<file path="src/rtl/seg7_wr_if.sv">
// Register-write port for the 7-segment scan controller.
// Handshake: wr_en is a single-cycle strobe qualifying wr_addr/wr_data/wr_dp/
// wr_blank on the same rising edge; there is no ready, every strobe is accepted.
interface seg7_wr_if #(
  parameter int AW = 3
);
  logic          wr_en;
  logic [AW-1:0] wr_addr;
  logic [3:0]    wr_data;
  logic          wr_dp;
  logic          wr_blank;

  modport master (output wr_en, wr_addr, wr_data, wr_dp, wr_blank);
  modport slave  (input  wr_en, wr_addr, wr_data, wr_dp, wr_blank);
endinterface

</file>
<file path="src/rtl/seg7_scan_ctrl.sv">
// Time-multiplexed common-anode 7-segment scanner: per-digit nibble/dp/blank
// store, programmable dwell, anti-ghosting blank window at the start of each
// slot, hex decode and optional leading-zero suppression. All outputs are
// registered and reflect the pre-edge scan state.
module seg7_scan_ctrl #(
  parameter int NUM_DIGITS = 6,
  parameter int AW         = 3,
  parameter int SCAN_DIV   = 50000,
  parameter int BLANK_CYC  = 500
) (
  input  logic                  clk,
  input  logic                  rst_n,
  seg7_wr_if.slave              wr,
  input  logic                  lz_en,
  input  logic                  scan_en,
  output logic [7:0]            seg_out,
  output logic [NUM_DIGITS-1:0] dig_sel,
  output logic [AW-1:0]         digit_idx,
  output logic                  frame_tick
);

  localparam int              CW      = (SCAN_DIV > 2) ? $clog2(SCAN_DIV) : 1;
  localparam logic [CW-1:0]   CNT_MAX = CW'(SCAN_DIV - 1);
  localparam logic [CW-1:0]   BLK_END = CW'(BLANK_CYC);
  localparam logic [AW-1:0]   IDX_MAX = AW'(NUM_DIGITS - 1);

  logic [CW-1:0]         cnt;
  logic [AW-1:0]         idx;
  logic [3:0]            nib [NUM_DIGITS];
  logic [NUM_DIGITS-1:0] dp_r;
  logic [NUM_DIGITS-1:0] blank_r;

  logic [3:0]            cur_nib;
  logic                  cur_dp;
  logic                  cur_blank;
  logic                  cur_supp;
  logic [NUM_DIGITS-1:0] sel_n;
  logic [NUM_DIGITS-1:0] supp;
  logic                  run;

  // Active-low segment pattern (g..a) for one hex nibble.
  function automatic logic [6:0] seg_decode(input logic [3:0] n);
    case (n)
      4'h0:    seg_decode = 7'h40;
      4'h1:    seg_decode = 7'h79;
      4'h2:    seg_decode = 7'h24;
      4'h3:    seg_decode = 7'h30;
      4'h4:    seg_decode = 7'h19;
      4'h5:    seg_decode = 7'h12;
      4'h6:    seg_decode = 7'h02;
      4'h7:    seg_decode = 7'h58;
      4'h8:    seg_decode = 7'h00;
      4'h9:    seg_decode = 7'h10;
      4'hA:    seg_decode = 7'h08;
      4'hB:    seg_decode = 7'h03;
      4'hC:    seg_decode = 7'h46;
      4'hD:    seg_decode = 7'h21;
      4'hE:    seg_decode = 7'h06;
      default: seg_decode = 7'h0E;
    endcase
  endfunction

  // Digit store: addresses beyond the last digit match no entry and are dropped.
  always_ff @(posedge clk) begin
    if (!rst_n) begin
      for (int i = 0; i < NUM_DIGITS; i++) nib[i] <= '0;
      dp_r    <= '0;
      blank_r <= '1;
    end else if (wr.wr_en) begin
      for (int i = 0; i < NUM_DIGITS; i++) begin
        if (wr.wr_addr == AW'(i)) begin
          nib[i]     <= wr.wr_data;
          dp_r[i]    <= wr.wr_dp;
          blank_r[i] <= wr.wr_blank;
        end
      end
    end
  end

  // Dwell prescaler and digit index; both freeze while scan_en is low.
  always_ff @(posedge clk) begin
    if (!rst_n) begin
      cnt <= '0;
      idx <= '0;
    end else if (scan_en) begin
      if (cnt == CNT_MAX) begin
        cnt <= '0;
        idx <= (idx == IDX_MAX) ? '0 : idx + 1'b1;
      end else begin
        cnt <= cnt + 1'b1;
      end
    end
  end

  // Select the entry and one-cold enable for the digit in its slot.
  always_comb begin
    cur_nib   = '0;
    cur_dp    = 1'b0;
    cur_blank = 1'b1;
    cur_supp  = 1'b0;
    sel_n     = '1;
    for (int i = 0; i < NUM_DIGITS; i++) begin
      if (idx == AW'(i)) begin
        cur_nib   = nib[i];
        cur_dp    = dp_r[i];
        cur_blank = blank_r[i];
        cur_supp  = supp[i];
        sel_n[i]  = 1'b0;
      end
    end
  end

  // Leading-zero suppression: walk down from the top digit while every digit
  // seen so far is zero-or-blank with no decimal point; digit 0 always shows.
  always_comb begin
    supp = '0;
    run  = lz_en;
    for (int i = NUM_DIGITS - 1; i > 0; i--) begin
      run     = run & ((nib[i] == 4'h0) | blank_r[i]) & ~dp_r[i];
      supp[i] = run;
    end
  end

  // Registered outputs: blank window or scan hold turns everything off; a
  // blank/suppressed digit keeps its enable but lights no segments.
  always_ff @(posedge clk) begin
    if (!rst_n) begin
      seg_out    <= 8'hFF;
      dig_sel    <= '1;
      digit_idx  <= '0;
      frame_tick <= 1'b0;
    end else begin
      digit_idx  <= idx;
      frame_tick <= (idx == '0) && (digit_idx == IDX_MAX);
      if (!scan_en || (cnt < BLK_END)) begin
        seg_out <= 8'hFF;
        dig_sel <= '1;
      end else begin
        dig_sel <= sel_n;
        seg_out <= (cur_blank || cur_supp) ? 8'hFF : {~cur_dp, seg_decode(cur_nib)};
      end
    end
  end

endmodule
</file>
<file path="src/flat_wrapper.sv">
// flat-port wrapper written by rule: the top's interface ports become plain ports
module seg7_scan_ctrl_flat 
#(
  parameter int NUM_DIGITS = 6,
  parameter int AW         = 3,
  parameter int SCAN_DIV   = 50000,
  parameter int BLANK_CYC  = 500
)
  (clk, rst_n, lz_en, scan_en, seg_out, dig_sel, digit_idx, frame_tick, wr_wr_en, wr_wr_addr, wr_wr_data, wr_wr_dp, wr_wr_blank);
  seg7_wr_if #(.AW(AW)) wr_i ();
  input  logic clk;
  input  logic rst_n;
  input  logic lz_en;
  input  logic scan_en;
  output logic [7:0] seg_out;
  output logic [NUM_DIGITS-1:0] dig_sel;
  output logic [AW-1:0] digit_idx;
  output logic frame_tick;
  input wire logic [$bits(wr_i.wr_en)-1:0] wr_wr_en;
  input wire logic [$bits(wr_i.wr_addr)-1:0] wr_wr_addr;
  input wire logic [$bits(wr_i.wr_data)-1:0] wr_wr_data;
  input wire logic [$bits(wr_i.wr_dp)-1:0] wr_wr_dp;
  input wire logic [$bits(wr_i.wr_blank)-1:0] wr_wr_blank;
  assign wr_i.wr_en = wr_wr_en;
  assign wr_i.wr_addr = wr_wr_addr;
  assign wr_i.wr_data = wr_wr_data;
  assign wr_i.wr_dp = wr_wr_dp;
  assign wr_i.wr_blank = wr_wr_blank;
  seg7_scan_ctrl #(.NUM_DIGITS(NUM_DIGITS), .AW(AW), .SCAN_DIV(SCAN_DIV), .BLANK_CYC(BLANK_CYC)) u_core (.clk(clk), .rst_n(rst_n), .wr(wr_i), .lz_en(lz_en), .scan_en(scan_en), .seg_out(seg_out), .dig_sel(dig_sel), .digit_idx(digit_idx), .frame_tick(frame_tick));
endmodule
</file>
<file path="config.mk">
export PLATFORM = sky130hd
export DESIGN_NAME = seg7_scan_ctrl_flat
export DESIGN_NICKNAME = d
export VERILOG_FILES = /design/src/rtl/seg7_wr_if.sv /design/src/rtl/seg7_scan_ctrl.sv /design/src/flat_wrapper.sv
export SDC_FILE = /design/constraint.sdc
export NUM_CORES = 1
export LEC_CHECK = 0
export ABC_AREA = 1
export BUFFER_PORTS_ARGS = -buffer_cell sky130_fd_sc_hd__buf_2
export CAP_MARGIN = 5
export CORE_ASPECT_RATIO = 0.5
export CORE_MARGIN = 2
export CORE_UTILIZATION = 56
export CTS_BUF_LIST = sky130_fd_sc_hd__clkbuf_4
export DETAILED_ROUTE_END_ITERATION = 6
export PLACE_DENSITY = 0.89
export SLEW_MARGIN = 25
export SYNTH_ARGS = -nofsm -noshare
export SYNTH_HDL_FRONTEND = slang
export SYNTH_SLANG_ARGS = --single-unit
</file>
<file path="constraint.sdc">
create_clock -name clk -period 2 [get_ports clk]
set_input_delay 0.2 -clock clk [delete_from_list [all_inputs] [get_ports clk]]
set_output_delay 0.2 -clock clk [all_outputs]
set_load 0.005 [all_outputs]
</file>
# [Word-level counts from Yosys, hierarchy flattened]
# Memory sizes are Yosys's and may differ from the RTL's. A register that Yosys moved wholly into a read port is not among the register bits.
# Cells that the tools add are included.
[op_classes] n_addsub=2 order_cmp=1 eq_ne=12 mux=62 bitwise=28 reduce_logical=20
[op_table] cell="2-to-1 mux 1 bit" count=48
[op_table] cell="2-to-1 mux 4 bit" count=12
[op_table] cell="zero test 4 bit" count=5
[op_table] cell="adder 16 x 1 -> 16 bit (second input constant)" count=1
[op_table] cell="equality test 16 bit (second input constant)" count=1
[op_table] cell="< comparator 16 x 9 -> 1 bit (second input constant)" count=1
[op_table] cell="2-to-1 mux 16 bit" count=1
[op_table] cell="equality test 3 bit (second input constant)" count=5
[op_table] cell="AND reduction 2 bit" count=7
[op_table] cell="equality test 3 x 2 -> 1 bit (second input constant)" count=4
[op_table] cell="bitwise OR 1 bit" count=11
[op_table] cell="bitwise AND 1 bit" count=10
[op_table] cell="NOT 1 bit" count=7
[op_table] cell="equality test 3 x 1 -> 1 bit (second input constant)" count=2
[op_table] cell="zero test 3 bit" count=2
[op_table] cell="adder 3 x 1 -> 3 bit (second input constant)" count=1
[op_table] cell="2-to-1 mux 3 bit" count=1
[op_table] cell="OR reduction 3 bit" count=1
[op_table] cell="logical OR 1 bit" count=2
[op_table] cell="OR reduction 2 bit" count=1
[op_table] cell="logical AND 1 bit" count=1
[op_table] cell="zero test 1 bit" count=1
[word_totals] register_bits=49 ram_bits=24 mem_bits_ro=112 output_inout_bits=18 memories=2
[memory_table] name="(no name shown)" words=16 word_bits=7 read_ports=1 rd_ports_with_merged_regs=1 wr=0 line_no="seg7_scan_ctrl.sv:43" text="case (n)"
[memory_table] name="u_core.nib" words=6 word_bits=4 read_ports=6 rd_ports_with_merged_regs=0 wr=6 line_no="seg7_scan_ctrl.sv:29" text="logic [3:0] nib [NUM_DIGITS];"

# [Logic depth before layout (Yosys ltp)]
# An unclocked memory read counts as a cell.
[depth] depth_word=20 mapped_depth=18 ltp_nobuf=16

# [Worst setup path after synthesis]
# Ideal clock, no wire load.
[synth_path] path_type="flip-flop to flip-flop" from="reg u_core.idx[2]" to="reg u_core.seg_out[3]" setup_time_ns=0.120 t_arrival_ns=1.932 setup_slack_ns=-0.051 stages_incl_launch_ff=16 n_path_buf=2 synth_period_minus_slack_ns=2.051 path_cell_list="dfxtp_1 > inv_4 > buf_6 > ha_1 > buf_2 > a21oi_1 > nand2_1 > a21oi_2 > inv_1 > ha_1 > inv_1 > nand2_1 > nand3_1 > nand2_1 > inv_1 > nand2_1"
[synth_between] elab_chain_cells=9 word_cells_on_any_way=25 classes_between="eq/ne: 5; mux: 17; reduce/logical: 3"
[synth_rtl] item="start, declared" line_no="seg7_scan_ctrl.sv:28" text="logic [AW-1:0] idx;"
[synth_rtl] item="start signal, assigned" line_no="seg7_scan_ctrl.sv:88" text="idx <= (idx == IDX_MAX) ? '0 : idx + 1'b1;"
[synth_rtl] item="zero test 3 bit" line_no="seg7_scan_ctrl.sv:103" text="if (idx == AW'(i)) begin"
[synth_rtl] item="2-to-1 mux 1 bit (6 in series)" line_no="seg7_scan_ctrl.sv:103"
[synth_rtl] item="logical OR 1 bit" line_no="seg7_scan_ctrl.sv:140" text="seg_out <= (cur_blank || cur_supp) ? 8'hFF : {~cur_dp, seg_decode(cur_nib)};"
[synth_rtl] item="OR reduction 3 bit (no line)"
[synth_rtl] item="end, declared" line_no="seg7_scan_ctrl.sv:16" text="output logic [7:0] seg_out,"
# Parallel ways exist; a longest one is shown, timed or not.
# A chain may end at the register's enable or synchronous reset.

# [Final worst setup path]
[layout_path] from="reg u_core.idx[1]" to="reg u_core.seg_out[6]"
# The elaborated chain is that of the path after synthesis.

==> impl_summary.txt <==
----------------------------------------------------
[Critical path]
  Required time of the worst setup path ... 2350 ps
  Register-to-Register Setup Slack ... 40 ps
  Category of the critical setup timing path ... register to register
  Critical Path End Type ... register
  Worst r2r path cells ... 11
  Worst R2R End ... u_core.seg_out[6]$_SDFF_PP1_
  Maximum fanout count along the critical path ... 7
  Cells along the critical path ... buf_12, nor3_4, buf_6, a21oi_2, a21oi_4, inv_2, ha_2, nand2_2, nand2_1, a21oi_2, nand2_1
  Data arrival time at the worst-slack endpoint ... 2310 ps
  Highest cell delay on the worst timing path ... 360 ps
  Cell type of the slowest stage on the worst timing path ... sky130_fd_sc_hd__dfxtp_2
  Launching point of the worst reg2reg path ... u_core.idx[1]$_SDFFE_PN0P_
  Type of origin of the critical path ... register
  CP startpoint ... u_core.idx[1]$_SDFFE_PN0P_

[Global routing]
  Pin count of the biggest net entering global routing ... 12
  Wire length of the first global-routing pass ... 12620 um
  Overflow left after global routing ... 0
  Overall global routing resource usage ... 23.41%
  Antenna violations before repair ... 0
  Number of global-route vias before repair ... 2777

[Power and ir drop]
  Combinational share of power ... 8.8%
  Clock share of power ... 30.2%
  Power density of the placed cells ... 621.1 nW/um^2
  Proportion of total power due to net switching ... 25.84%
  Switching power of the nets ... 0.6754 mW
  Maximum vdd ir drop ... 0.3428 mV
  Internal power component ... 1.938 mW
  Pleak ... 1.878 nW
  Sum of internal, switching and leakage power ... 2.613 mW
  Fraction of power consumed by sequential logic ... 61.0%

[STA]
  Unrepaired setup endpoints after global routing ... yes
  Final Hold Viols ... 0
  Layout Skew ... 13.48 ps
  Number of pins with negative max-slew slack in the final report ... 0
  Final critical delay including setup and external delays ... 1963 ps
  Final setup fails ... 0
  Slew Limit Headroom ... 67.53%
  Timing-limited maximum frequency ... 509.4 MHz
  Transition at the pin with the smallest max-transition slack ... 486.5 ps
  Worst Hold Slack ... 75.63 ps
  Crit share post-route ... 98.15%
  Post-Route Setup TNS ... 0 ps

[Yosys]
  Complex-gate fraction of the synthesized area ... 11.56%
  Synth area leaders ... sky130_fd_sc_hd__dfxtp_1, sky130_fd_sc_hd__edfxtp_1, sky130_fd_sc_hd__nand2_1
  Post-synthesis xor/xnor area fraction ... 0.9719%
  Portion of the post-synthesis area used by sequential elements ... 47.21%
  Fraction of registers with async set/reset ... 0%
  Combinational family with the most area after synthesis ... simple AND/OR/NAND/NOR gates
  Fraction of post-synthesis cell area in the top cell type by area ... 27.21%
  Mux share of post-synthesis cell area ... 0%
  YS warnings ... 0
  Post-synth EDFFs ... 24
  Post-Synth Adder-Cell Area ... 2.777%
  Leading post-synthesis cells by instance count ... sky130_fd_sc_hd__nand2_1, sky130_fd_sc_hd__nor2_1, sky130_fd_sc_hd__inv_1
  Synthesized area ... 3605 um^2
  Number of flip-flops and latches in the synthesized netlist ... 73
  Avg Synthesized Cell Area ... 7.853 um^2
  Leading area contributor after synthesis ... sky130_fd_sc_hd__dfxtp_1
  Dominant synthesized flop cell ... sky130_fd_sc_hd__dfxtp_1
  Net count of the mapped netlist ... 481
  Post-synthesis simple-gate area fraction ... 28.12%
  Distinct cells, synth ... 43
  Cell with the most instances after synthesis ... sky130_fd_sc_hd__nand2_1
  Number of instances in the synthesized netlist ... 459

[Drt]
  Remaining design rule violation count ... 0
  Number of detailed-route iterations in the first pass ... 5
  Number of DRC markers in iteration 0 ... 340
  Count of antenna-violating nets left after detailed routing ... 0
  Total routed wirelength ... 8284 um
  Routed WL per cell ... 13.56 um
  Vias after detailed routing ... 3225
  Via-per-instance ratio ... 5.278

[Hold path]
  Cells on Worst Hold Path ... 2
  Startpoint of the tightest hold check path ... wr_wr_blank
  Type of the worst min-delay path ... input pin to register
  Sink of the worst hold path ... u_core.blank_r[0]$_SDFFE_PN1P_

[Cells and area]
  FILL cells ... 499
  Fin nets ... 540
  Area delta synth->final ... 16.73%
  Layout Utilization ... 68.35%
  Non-Filler Instances ... 611
  Proportion of layout cells with a drive suffix above 1 ... 24.28%
  Antenna Cells ... 0

[Floorplanning]
  Number of placement rows ... 20
  Area of the core region ... 6156 um^2
  Die outline width ... 117.5 um
  IO Pins ... 32
  Starting utilization of the core area ... 58.56%
  DIE HEIGHT ... 60.73 um
  Area of the die ... 7134 um^2

[Clock tree]
  H-tree levels ... 3
  Largest buffer count on any clock path ... 2
  Clk slew on worst S/H paths ... 110 ps
  Hold bufs inserted after CTS ... 0
  TritonCTS clock tree ... built
  CTS Buf Count ... 9
  Count of clock tree sinks ... 73
  Library cell used as clock root buffer ... sky130_fd_sc_hd__clkbuf_4
  Worst-skew pair later-pin latency ... 450 ps

[Placement]
  Detailed-placement wirelength estimate ... 5790 um
  Cell count after placement ... 582
  RD Place Congestion ... 0.8711
  Port Buffer Count ... 31

[Run]
  Max-cap check violation count ... 0

[Status]
  Outcome ... finished clean

----------------------------------------------------
worst max-delay path, delay by kind of cell, from the launching register on:
| family | cells | cell delay (ps) |
|---|---|---|
| fa+ha+maj | 1 | 200 |
| simple gates | 4 | 500 |
| flops | 1 | 360 |
| compound gates | 3 | 420 |
| buf+inv | 3 | 370 |
power by group through the flow:
stage               clock (mW)  combinational (mW)  sequential, mW
floorplan                    0               0.141            1.62
global placement             0               0.192            1.63
detailed placement           0               0.198            1.63
CTS                      0.800               0.200            1.59
global route             0.866               0.252            1.60
finish                   0.789               0.230            1.59
layout by cell type, fill, tap and decap left out, types with 4 or more instances in the layout:
| master | count |
|---|---|
| sky130_fd_sc_hd__nand2_1 | 87 |
| sky130_fd_sc_hd__a21oi_1 | 29 |
| sky130_fd_sc_hd__clkbuf_4 | 12 |
| sky130_fd_sc_hd__inv_2 | 10 |
| sky130_fd_sc_hd__nor2_1 | 81 |
| sky130_fd_sc_hd__edfxtp_1 | 24 |
| sky130_fd_sc_hd__dfxtp_1 | 47 |
| sky130_fd_sc_hd__nand2_2 | 9 |
| sky130_fd_sc_hd__inv_1 | 55 |
| sky130_fd_sc_hd__o21ai_0 | 16 |
| sky130_fd_sc_hd__buf_2 | 31 |
| sky130_fd_sc_hd__buf_4 | 22 |
| sky130_fd_sc_hd__o21ai_1 | 4 |
| sky130_fd_sc_hd__o211ai_1 | 4 |
| sky130_fd_sc_hd__clkinv_2 | 4 |
| sky130_fd_sc_hd__a21oi_2 | 4 |
| sky130_fd_sc_hd__nand4_1 | 8 |
| sky130_fd_sc_hd__nor3_1 | 4 |
| sky130_fd_sc_hd__nand3_1 | 20 |
layer usage:
layer	share of wire (%)	GRT usage [%]	vias up	wire length (um)
li1	-	-	1601	-
met1	44	29.31	1462	3641
met2	45	38.76	142	3721
met3	9.3	8.835	20	768
met4	1.8	7.745	0	153
met5	0	0	-	0
kinds of logic (layout without fill, tap and decap cells):
| kind of cell | Yosys count | count (layout) |
|---|---|---|
| xor+xnor | 4 | 4 |
| flops | 73 | 73 |
| compound gates | 69 | 69 |
| fa+ha+maj | 8 | 8 |
| buf+inv | 78 | 142 |
| simple gates | 227 | 227 |
area by class of cell:
class                           count  area (um^2)  area share (%)
Inverter                           69        271.5           6.453
Sequential cell                    73         1707           40.56
Timing Repair Buffer               57        374.1           8.891
Multi-Input combinational cell    308         1635           38.86
Tap cell                           88        110.1           2.617
Clock inverter                      4        20.02          0.4758
Clock buffer                       12        90.09           2.141
sequential cells by signal, indices dropped and copies added (netlist names):
signal,count
u_core.dig_sel,6
u_core.seg_out,8
u_core.dp_r,6
u_core.digit_idx,3
u_core.blank_r,6
u_core.nib,24
u_core.cnt,16
u_core.frame_tick,1
u_core.idx,3
how the worst max path moves through the flow:
stage / cells after the start / slack (ps) / to
floorplan: 15 / 5 / u_core.seg_out[3]$_SDFF_PP1_
global placement: 13 / 50 / u_core.seg_out[3]$_SDFF_PP1_
detailed placement: 13 / -20 / u_core.seg_out[3]$_SDFF_PP1_
CTS: 16 / 40 / u_core.seg_out[3]$_SDFF_PP1_
global route: 16 / -60 / u_core.seg_out[3]$_SDFF_PP1_
finish: 11 / 40 / u_core.seg_out[6]$_SDFF_PP1_
repair_timing:
item | 4_1_cts | 5_1_grt
hold endpoints to repair | 0 | 0
resized for setup | 2 | 23
setup endpoints to repair | 5 | 8
setup buffers | 4 | 9
pin swaps | 2 | 13
metrics by stage:
stage / worst slack [ps] / instance area (um^2)
floorplan: 5.026 / 3617
global placement: 48.42 / 3924
detailed placement: -24.32 / 3924
CTS: 40.46 / 4068
global route: -55.47 / 4208
finish: 36.92 / 4208
Note: power is estimated with default switching activity, not from simulation.
